`src/rtl/control_display_7seg.sv`:
```
// control_display_7seg
// Time-multiplexed scan controller for a 4-digit common-anode 7-segment
// display. Holds a shadow copy of four BCD digits and decimal points, walks
// the digit slots at a fixed rate, blanks the start of every slot to avoid
// ghosting and optionally suppresses leading zeros. All outputs are
// registered, so they follow the scan state with one cycle of latency.
module control_display_7seg #(
  parameter int DIV_CICLOS   = 100000,
  parameter int BLANK_CICLOS = 1000
) (
  input  logic        clk,
  input  logic        reset,
  input  logic [15:0] datos,
  input  logic [3:0]  puntos,
  input  logic        cargar,
  input  logic        supr_ceros,
  input  logic        habilitar,
  output logic [3:0]  bcd,
  output logic [3:0]  anodo,
  output logic        dp,
  output logic [1:0]  digito_act
);

  localparam int CW = (DIV_CICLOS > 1) ? $clog2(DIV_CICLOS) : 1;
  localparam logic [CW-1:0] CNT_MAX   = CW'(DIV_CICLOS - 1);
  localparam logic [CW-1:0] BLANK_END = CW'(BLANK_CICLOS);

  // Extract one 4-bit digit from the packed shadow word.
  function automatic logic [3:0] pick_digit(input logic [15:0] word, input logic [1:0] idx);
    logic [3:0] r;
    case (idx)
      2'd0:    r = word[3:0];
      2'd1:    r = word[7:4];
      2'd2:    r = word[11:8];
      2'd3:    r = word[15:12];
      default: r = 4'hF;
    endcase
    return r;
  endfunction

  logic [15:0]   reg_datos_q, reg_datos_d;
  logic [3:0]    reg_pto_q,   reg_pto_d;
  logic [CW-1:0] cnt_q,       cnt_d;
  logic [1:0]    dig_q,       dig_d;
  logic [3:0]    anodo_q,     anodo_d;
  logic [3:0]    bcd_q,       bcd_d;
  logic          dp_q,        dp_d;
  logic [1:0]    digito_act_q, digito_act_d;

  logic [3:0] es_cero_s;
  logic [3:0] suprimido_s;
  logic       visible_s;
  logic [3:0] digito_s;

  // Shadow register load and slot/digit scan sequencing.
  always_comb begin
    reg_datos_d = reg_datos_q;
    reg_pto_d   = reg_pto_q;
    cnt_d       = cnt_q;
    dig_d       = dig_q;
    if (cargar) begin
      reg_datos_d = datos;
      reg_pto_d   = puntos;
    end else begin
      reg_datos_d = reg_datos_q;
      reg_pto_d   = reg_pto_q;
    end
    if (cnt_q == CNT_MAX) begin
      cnt_d = '0;
      dig_d = dig_q + 2'd1;
    end else begin
      cnt_d = cnt_q + CW'(1);
      dig_d = dig_q;
    end
  end

  // Leading-zero suppression chain: a digit is dark only if it and every
  // digit to its left are zero. Digit 0 always shows, so "0" is never blank.
  always_comb begin
    es_cero_s[0] = (reg_datos_q[3:0]   == 4'h0);
    es_cero_s[1] = (reg_datos_q[7:4]   == 4'h0);
    es_cero_s[2] = (reg_datos_q[11:8]  == 4'h0);
    es_cero_s[3] = (reg_datos_q[15:12] == 4'h0);
    suprimido_s[3] = supr_ceros & es_cero_s[3];
    suprimido_s[2] = suprimido_s[3] & es_cero_s[2];
    suprimido_s[1] = suprimido_s[2] & es_cero_s[1];
    suprimido_s[0] = 1'b0;
  end

  // Next output values: light the current slot only past the blanking window.
  always_comb begin
    digito_s     = pick_digit(reg_datos_q, dig_q);
    visible_s    = habilitar & (cnt_q >= BLANK_END) & ~suprimido_s[dig_q];
    digito_act_d = dig_q;
    if (visible_s) begin
      anodo_d = ~(4'b0001 << dig_q);
      bcd_d   = digito_s;
      dp_d    = ~reg_pto_q[dig_q];
    end else begin
      anodo_d = 4'b1111;
      bcd_d   = 4'hF;
      dp_d    = 1'b1;
    end
  end

  // State and output registers with synchronous reset.
  always_ff @(posedge clk) begin
    if (reset) begin
      reg_datos_q  <= 16'h0000;
      reg_pto_q    <= 4'b0000;
      cnt_q        <= '0;
      dig_q        <= 2'd0;
      anodo_q      <= 4'b1111;
      bcd_q        <= 4'hF;
      dp_q         <= 1'b1;
      digito_act_q <= 2'd0;
    end else begin
      reg_datos_q  <= reg_datos_d;
      reg_pto_q    <= reg_pto_d;
      cnt_q        <= cnt_d;
      dig_q        <= dig_d;
      anodo_q      <= anodo_d;
      bcd_q        <= bcd_d;
      dp_q         <= dp_d;
      digito_act_q <= digito_act_d;
    end
  end

  assign anodo      = anodo_q;
  assign bcd        = bcd_q;
  assign dp         = dp_q;
  assign digito_act = digito_act_q;

endmodule
```
`config.mk`:
```
export PLATFORM = sky130hd
export DESIGN_NAME = control_display_7seg
export DESIGN_NICKNAME = d
export VERILOG_FILES = /design/src/rtl/control_display_7seg.sv
export SDC_FILE = /design/constraint.sdc
export NUM_CORES = 1
export LEC_CHECK = 0
export CAP_MARGIN = 20
export CORE_ASPECT_RATIO = 1.4
export CORE_UTILIZATION = 47
export CTS_CLUSTER_DIAMETER = 120
export DETAILED_ROUTE_END_ITERATION = 10
export PLACE_DENSITY = 0.74
export SYNTH_ARGS = -nofsm -noshare
export SYNTH_HDL_FRONTEND = slang
export SYNTH_SLANG_ARGS = --single-unit
```
`constraint.sdc`:
```
create_clock -name clk -period 1.6 [get_ports clk]
set_clock_uncertainty 0.05 [all_clocks]
set_input_delay 0.32 -clock clk [delete_from_list [all_inputs] [get_ports clk]]
set_output_delay 0.32 -clock clk [all_outputs]
set_load 0.05 [all_outputs]
```
==> flow_results.org, run 1 <==
** Logic synthesis
- Synthesis produced a netlist with a net count of 240.
- The cell area that synthesis handed to floorplanning was 0.00214 mm^2.
- Synthesized flop and latch total :: 50
- Synthesis instantiated 35 different standard cells from the library.
- Summing the sequential cell areas from Yosys gives 46.7% of the chip area.
- Cell taking the most area after synthesis :: sky130_fd_sc_hd__dfxtp_1
- During synthesis, Yosys emitted a total of 0 warnings.
- Share of Yosys cell area claimed by the top area cell type :: 46.7%
- Mean instance size in the synthesized netlist :: 10.3 um^2
- After technology mapping, the gate count stands at 208.
- Leading cell types by total area after synthesis :: sky130_fd_sc_hd__dfxtp_1 (47%), sky130_fd_sc_hd__mux2i_1 (9.3%), sky130_fd_sc_hd__nor2_1 (6.5%)

** CTS
- The clock tree synthesis step divided the H-tree into 2 levels.
- Clock tree synthesis found a total of 50 sinks.
- Clock-pin slew was measured on the worst setup and hold paths at 90 ps.
- CTS tree :: built
- Clock root buffer :: sky130_fd_sc_hd__clkbuf_8
- Post-CTS Hold Buffers :: 0
- Buffers from clock root to sink, at most :: 2
- Clock buffers created by TritonCTS :: 5
- Clock latency on the worst-skew pair, taken at its later pin, is 300 ps.

** Power
- IR analysis of the VDD net gives a maximum drop of 0.571 mV.
- Summed over all cells, the static leakage comes to 1.17 nW.
- For this design the ratio of total power to cell area is 846 mW/mm^2.

** Floorplan
- Die width :: 59.1 um
- # rows :: 28
- The die covers 0.00484 mm^2.
- After floorplanning, the core was sized to cover 0.00431 mm^2.
- Initial core utilization :: 49.7%
- Die outline height :: 81.9 um
- For this design the top-level I/O count stands at 36.

** Drt
- Once detail routing completed, the nets flagged for antenna violations numbered 0.
- In the final routed layout, each cell accounts on average for 13.4 um.
- After detailed routing, the number of remaining DRC violations is 0.
- Across all layers, the routed design uses 1669 vias.
- Using the TritonRoute via totals, the vias-per-cell ratio works out to 5.09.
- Summed over all layers, the routed wires come to 4410 um.
- First-pass iteration count of the detailed router :: 4
- The first routing iteration left 68 violations.

** Final layout
- Compared with the post-synthesis result, the final layout area differs by 33.4%.
- The layout has 358 filler cells.
- The net count of the finished layout is 300.
- Diode count :: 0
- Share of final-layout standard cells stronger than drive strength 1 :: 26.1%
- Non-Filler Instances :: 328
- Final non-filler cell area :: 0.00286 mm^2

** Hold path
- Hold WC Path Type :: flip-flop to flip-flop

** Setup path
- For flop-to-flop paths, the worst setup slack is 10 ps.
- In this design, the largest share of critical-path delay is due to compound AO/OA/AOI/OAI gates.
- STA classifies the critical path endpoint as a flip-flop.
- Critical path data required time :: 1720 ps
- STA puts the critical path data arrival time at 1710 ps.
- Path type of the worst setup path :: flip-flop to flip-flop
- The signal on the critical path passes through ha_1 -> a222oi_1 -> mux2_4 -> nand3_1.
- Library cell contributing the largest single delay on the critical path :: sky130_fd_sc_hd__a222oi_1
- Crit start category :: flip-flop
- Counting both buffers and inverters, the worst setup path holds a total of 0.
- In this run the worst path has a maximum fanout of 5.
- Slowest Stage Delay on Critical Path :: 510 ps

** GRT
- Total overflow reported by the global router :: 0
- The via count of the first global-routing pass came to 1641.
- Across every metal layer, demand over resource in global routing totals 19.4%.
- Pin count of the biggest net entering global routing :: 21
- The number of antenna violations at the first check in global routing was 0.
- The first global-routing pass estimated 7100 um of wire.

** Placed design
- Routability cong. :: 0.815
- # port buffers :: 35
- The placed instances occupy a cell area of 0.00269 mm^2.
- Post-detailed-placement half-perimeter wirelength :: 3150 um
- Before CTS, the worst setup slack after placement is -58.6 ps.
- After detailed placement, the design holds a cell count of 318.

** Timing
- Measured against its own limit, the worst slew margin works out to 60.3%.
- Based on the critical path, the design can be clocked at up to 629 MHz.
- The hold violation total from the final report is 0.
- Count of endpoints failing setup in the final report :: 0
- After layout, the minimum clock period comes to 1590 ps.
- Final cycle utilization of the critical path :: 99.3%
- Setup total negative slack on the finished layout was measured at 0 ps.
- Across all setup checks in the final design, the least slack found is 10.7 ps.
- The number of slew-limit violations in the final report is 0.
- Worst-Margin Slew :: 589 ps

** Outcome
- Run status :: completed

** Run
- The tool flagged a number of max-cap violations equal to 0.
## layout by cell type (no fill, tap or decap), drive strengths merged, types with 6 or more instances in the layout
cell / Yosys / final
buf: 6 / 38
clkbuf: 4 / 6
clkdlybuf4s50: 0 / 24
dfxtp: 50 / 50
ha: 7 / 7
inv: 10 / 10
mux2i: 20 / 20
nand3: 15 / 15
nand4: 6 / 6
nor2: 38 / 38
xor2: 12 / 12
## worst min-delay path, stage by stage (launching register included)
cell and delay (ps):
sky130_fd_sc_hd__dfxtp_1 330, sky130_fd_sc_hd__mux2i_1 60, sky130_fd_sc_hd__nor2_1 70
## state kept, by name (all words and copies together), names as in the netlist
| name | count |
|---|---|
| anodo | 4 |
| bcd | 4 |
| cnt_q | 17 |
| dig_q | 2 |
| digito_act | 2 |
| dp | 1 |
| reg_datos_q | 16 |
| reg_pto_q | 4 |
## worst paths after layout
check | start | to | cells after the start
worst max-delay path | dig_q[1]$_SDFFE_PP0P_ | bcd[1]$_SDFF_PP1_ | 4
worst max register to register | dig_q[1]$_SDFFE_PP0P_ | bcd[1]$_SDFF_PP1_ | 4
worst min-delay path | reg_datos_q[2]$_SDFFE_PP0P_ | reg_datos_q[2]$_SDFFE_PP0P_ | 2
worst min register to register | reg_datos_q[2]$_SDFFE_PP0P_ | reg_datos_q[2]$_SDFFE_PP0P_ | 2
## cells in the mapped netlist
| cell | count |
|---|---|
| sky130_fd_sc_hd__dfxtp_1 | 50 |
| sky130_fd_sc_hd__nor2_1 | 37 |
| sky130_fd_sc_hd__mux2i_1 | 20 |
| sky130_fd_sc_hd__nand3_1 | 15 |
| sky130_fd_sc_hd__xor2_1 | 12 |
| sky130_fd_sc_hd__inv_1 | 10 |
| sky130_fd_sc_hd__ha_1 | 7 |
| sky130_fd_sc_hd__nand4_1 | 6 |
| sky130_fd_sc_hd__mux2_2 | 5 |
| sky130_fd_sc_hd__a222oi_1 | 4 |
| sky130_fd_sc_hd__and4_1 | 4 |
| sky130_fd_sc_hd__buf_6 | 4 |
| sky130_fd_sc_hd__clkbuf_1 | 4 |
| sky130_fd_sc_hd__a21oi_1 | 3 |
| sky130_fd_sc_hd__nand2_1 | 2 |
| sky130_fd_sc_hd__nor3_1 | 2 |
| sky130_fd_sc_hd__o21ai_0 | 2 |
| sky130_fd_sc_hd__or3_1 | 2 |
| sky130_fd_sc_hd__or4_1 | 2 |
| sky130_fd_sc_hd__xnor2_1 | 2 |
| sky130_fd_sc_hd__a311oi_4 | 1 |
| sky130_fd_sc_hd__and2_1 | 1 |
| sky130_fd_sc_hd__and4_4 | 1 |
| sky130_fd_sc_hd__and4b_1 | 1 |
| sky130_fd_sc_hd__and4bb_2 | 1 |
| sky130_fd_sc_hd__buf_1 | 1 |
| sky130_fd_sc_hd__buf_4 | 1 |
| sky130_fd_sc_hd__mux4_2 | 1 |
| sky130_fd_sc_hd__nor2_2 | 1 |
| sky130_fd_sc_hd__nor2b_1 | 1 |
| sky130_fd_sc_hd__nor4_1 | 1 |
| sky130_fd_sc_hd__nor4_4 | 1 |
| sky130_fd_sc_hd__o211ai_2 | 1 |
| sky130_fd_sc_hd__o211ai_4 | 1 |
| sky130_fd_sc_hd__or2_1 | 1 |
## report_power, final
part / switching (W) / internal, W / total, W / leakage, nW
logic: 0.0000874 / 0.000131 / 0.000218 / 0.708
registers: 0.0000259 / 0.00128 / 0.00131 / 0.409
clock network: 0.000394 / 0.000500 / 0.000895 / 0.0573
total: 0.000508 / 0.00191 / 0.00242 / 1.17
## final cells by class
type,count,area (um^2),share of cell area (%)
Clock buffer,6,82.6,2.89
Tap cell,60,75.1,2.63
Multi-Input combinational cell,139,1080,37.7
Inverter,10,37.5,1.31
Timing Repair Buffer,62,551,19.3
Clock inverter,1,30.0,1.05
Sequential cell,50,1010,35.2
## metrics by stage
stage	total power, W	hold WS, ps	util, %
finish	0.00242	445	66.3
global route	0.00250	486	66.3
CTS	0.00242	453	65.1
detailed placement	0.00154	433	62.3
global placement	0.00153	424	62.3
floorplan	0.00143	364	-
## logic make-up (layout without fill, tap and decap cells)
family	count (synthesis)	after routing	share of synthesized area, %
compound gates	12	13	5.84
mux	26	26	13.0
xor+xnor	14	14	5.72
buf+inv	20	79	5.08
fa+ha+maj	7	7	4.09
flops	50	50	46.7
simple gates	79	79	19.5
## layer usage
layer / vias up / global-route usage, % / part of all wire (%)
met4: 0 / 8.81 / 2.4
met5: - / 0 / 0
met1: 767 / 20.5 / 40
met3: 9 / 4.88 / 4.3
met2: 47 / 35.3 / 53
li1: 846 / - / -
## timing repair
item	CTS	global route
gates resized for setup	4	10
pin swaps	1	9
setup buffers	0	2
hold endpoints to repair	0	0
endpoints found under the setup margin	1	26
cloned	0	1
No activity file was read; power rests on OpenSTA's default activity.
==> run 2, diff against run 1 <==
--- a/config.mk
+++ b/config.mk
@@ -10,7 +10,7 @@
 export CORE_UTILIZATION = 47
 export CTS_CLUSTER_DIAMETER = 120
 export DETAILED_ROUTE_END_ITERATION = 10
-export PLACE_DENSITY = 0.74
+export PLACE_DENSITY = 0.75
 export SYNTH_ARGS = -nofsm -noshare
 export SYNTH_HDL_FRONTEND = slang
 export SYNTH_SLANG_ARGS = --single-unit
==> flow_results.org, run 2 (synthesized netlist as in run 1, its figures left out) <==
** Outcome
- Run status :: completed

** Drt
- Post-detailed-route wirelength per cell :: 13.3 um (-1.3%)
- The detailed-route wire length is 4360 um (-1.0%).
- The number of vias per cell after detailed routing is 5.10 (+0.23%).
- The residual DRC count was 0 (unchanged).
- The antenna violation net count after detailed routing was 0 (unchanged).
- First-pass iteration count of the detailed router :: 4 (unchanged)
- Iteration-0 DRC Markers :: 127 (+87%)
- Total via count in the routed design :: 1678 (+0.54%)

** Timing
- Achievable clock frequency :: 638 MHz (+1.5%)
- Max-slew headroom :: 67.0% (+6.7 points)
- Unrepaired setup endpoints after global routing :: true
- Final critical delay including setup and external delays :: 1570 ps (-23.0 ps)
- Count of final max-slew check failures :: 0 (unchanged)
- Final cycle utilization of the critical path :: 97.9% (-1.4 points)
- The worst-margin pin slew is 490 ps (-99.3 ps).
- The final-report setup violation count was 0 (unchanged).
- The hold violation total from the final report was 0 (unchanged).

** Final layout
- The number of antenna cells inserted is 0 (unchanged).
- Leaving out fill and tap cells, the most frequent cells in the layout are sky130_fd_sc_hd__dfxtp_1 (47), sky130_fd_sc_hd__nor2_1 (37), sky130_fd_sc_hd__buf_4 (36).
- Non-Filler Instances :: 329 (+0.30%)
- Register with the most flip-flops :: cnt_q
- The number of fill cells in the layout was 358 (unchanged).
- Share of final-layout standard cells stronger than drive strength 1 :: 26.0% (-0.097 points)
- Flip-flop count of the largest register, all copies and words added :: 17 (unchanged)
- Most common library cell in the layout ignoring fill and taps :: sky130_fd_sc_hd__dfxtp_1
- The area of all placed cells without fillers was 0.00284 mm^2 (-0.74%).
- The number of nets in the finished design was 300 (unchanged).
- Largest registers :: cnt_q x17, reg_datos_q x16
- Compared with the post-synthesis result, the final layout area differs by 32.4%.

** CTS
- The buffers inserted during post-CTS setup optimization is 0 (unchanged).
- The clock-pin transition on the worst setup and hold timing paths is 90 ps (about the same).
- Clock buffers created by TritonCTS :: 5 (unchanged)
- CTS tree :: built
- The latest clock arrival within the worst-skew pair is 300 ps (about the same).
- Clock root buffer :: sky130_fd_sc_hd__clkbuf_8
- Sink Count :: 50 (unchanged)
- The number of buffers between clock root and the deepest sink is 2 (unchanged).
- H-Tree Level Count :: 2 (unchanged)

** Floorplan
- # rows :: 28 (unchanged)
- Die outline height :: 81.9 um (unchanged)
- The die outline area was 0.00484 mm^2 (unchanged).
- The width of the die is 59.1 um (unchanged).
- Top Ports :: 36 (unchanged)
- The initial core utilization came to 49.7% (unchanged).
- Floorplan Core Area :: 0.00431 mm^2 (unchanged)

** Hold path
- The path class of the tightest hold or removal check is flip-flop to flip-flop.
- Worst Hold Depth :: 2 (unchanged)
- Worst hold start :: reg_datos_q[3]$_SDFFE_PP0P_

** GRT
- The overall routing resource usage is 20.3% (+0.99 points).
- Global-route wire length before repair :: 7220 um (+1.7%)
- Initial antenna violation count :: 0 (unchanged)
- The leftover overflow at the end of global routing is 0 (unchanged).
- The via count of the first global-routing pass came to 1635 (-0.37%).
- Pin count of the biggest net entering global routing :: 21 (unchanged)

** Setup path
- CP max FO :: 4 (-1)
- Slack of the worst reg-to-reg path :: 30 ps (+20 ps)
- The worst-case reg-to-reg path depth is 4 (unchanged).
- The worst setup path is captured at a flip-flop.
- Critical path data required time :: 1790 ps (+70 ps)
- The most critical setup path has its startpoint at reg_datos_q[4]$_SDFFE_PP0P_.
- Crit start category :: flip-flop
- Crit path DAT :: 1760 ps (+50 ps)
- The worst setup path is of the flip-flop to flip-flop kind.
- Worst R2R Start :: reg_datos_q[4]$_SDFFE_PP0P_

** Placed design
- Placed cell count :: 320 (+0.63%)
- Routability cong. :: 0.823 (+1.1%)
- # port buffers :: 35 (unchanged)
- Post-detailed-placement half-perimeter wirelength :: 3190 um (+1.1%)
- The standard cell area after detailed placement was 0.00270 mm^2 (+0.56%).

** Run
- Max-cap violations :: 0 (unchanged)

** Power
- Peak supply drop :: 0.642 mV (+13%)
- The standby leakage power is 1.17 nW (-0.78%).
- Power density over cell area :: 797 mW/mm^2 (-5.8%)
[run 2: cell count changes in the layout (fill, tap and decap cells not counted)]
cell / before / now
sky130_fd_sc_hd__and4_2: 0 / 1
sky130_fd_sc_hd__and4_4: 3 / 2
sky130_fd_sc_hd__bufinv_16: 1 / 0
sky130_fd_sc_hd__clkbuf_1: 0 / 1
sky130_fd_sc_hd__clkinv_2: 0 / 1
sky130_fd_sc_hd__dfxtp_1: 46 / 47
sky130_fd_sc_hd__dfxtp_2: 4 / 3
sky130_fd_sc_hd__or2_1: 1 / 0
sky130_fd_sc_hd__or2_4: 0 / 1
[run 2: through the flow]
stage                     setup WS [ps]  total power (W)  setup TNS [ps]  hold WS [ps]  utilization, %
after floorplan                    19.8          0.00143               0           364               -
after global routing              -36.9          0.00236            -216           477            65.8
final                              33.7          0.00226               0           450            65.8
after detailed placement           29.0          0.00154               0           435            62.7
after global placement             52.1          0.00153               0           426            62.7
after CTS                          5.74          0.00227               0           456            64.8
[run 2: area by class of cell]
class	count	area, um^2	area share [%]
Multi-Input combinational cell	139	1080	38.0
Sequential cell	50	1000	35.4
Timing Repair Buffer	62	551	19.4
Clock buffer	7	86.3	3.04
Clock inverter	1	5.00	0.176
Tap cell	60	75.1	2.65
Inverter	10	37.5	1.32
[run 2: metal layers]
metal  global-route usage, %  vias up  wire length (um)
li1                        -      841                 -
met1                    20.4      774              1690
met2                    37.4       52              2360
met3                    4.88       11               182
met4                    11.9        0               124
met5                       0        -                 0
[run 2: final timing paths]
kind / to
worst max-delay path: bcd[3]$_SDFF_PP1_
worst min-delay path: reg_datos_q[3]$_SDFFE_PP0P_
worst max register to register: bcd[3]$_SDFF_PP1_
worst min register to register: reg_datos_q[3]$_SDFFE_PP0P_
[run 2: critical path, stage by stage (launching register included)]
cell	delay (ps)
sky130_fd_sc_hd__dfxtp_1	350
sky130_fd_sc_hd__or4_4	550
sky130_fd_sc_hd__nor3_4	220
sky130_fd_sc_hd__o211ai_1	190
sky130_fd_sc_hd__nand3_1	140
[run 2: report_power, final]
part | total, W | switching (W) | internal (W) | leakage [nW]
logic | 0.000216 | 0.0000853 | 0.000130 | 0.708
clock network | 0.000739 | 0.000390 | 0.000349 | 0.0482
registers | 0.00131 | 0.0000270 | 0.00128 | 0.409
total | 0.00226 | 0.000502 | 0.00176 | 1.17
[run 2: repair_timing]
| action | CTS | global route |
|---|---|---|
| gates resized for setup | 0 | 12 |
| hold buffers | 0 | 0 |
| setup endpoints to repair | 0 | 26 |
==> run 3, diff against run 2 <==
--- a/config.mk
+++ b/config.mk
@@ -11,6 +11,7 @@
 export CTS_CLUSTER_DIAMETER = 120
 export DETAILED_ROUTE_END_ITERATION = 10
 export PLACE_DENSITY = 0.75
+export SKIP_CTS_REPAIR_TIMING = 1
 export SYNTH_ARGS = -nofsm -noshare
 export SYNTH_HDL_FRONTEND = slang
 export SYNTH_SLANG_ARGS = --single-unit
==> results of run 3 <==
Final layout, timing and power as in run 2 (identical DEF).
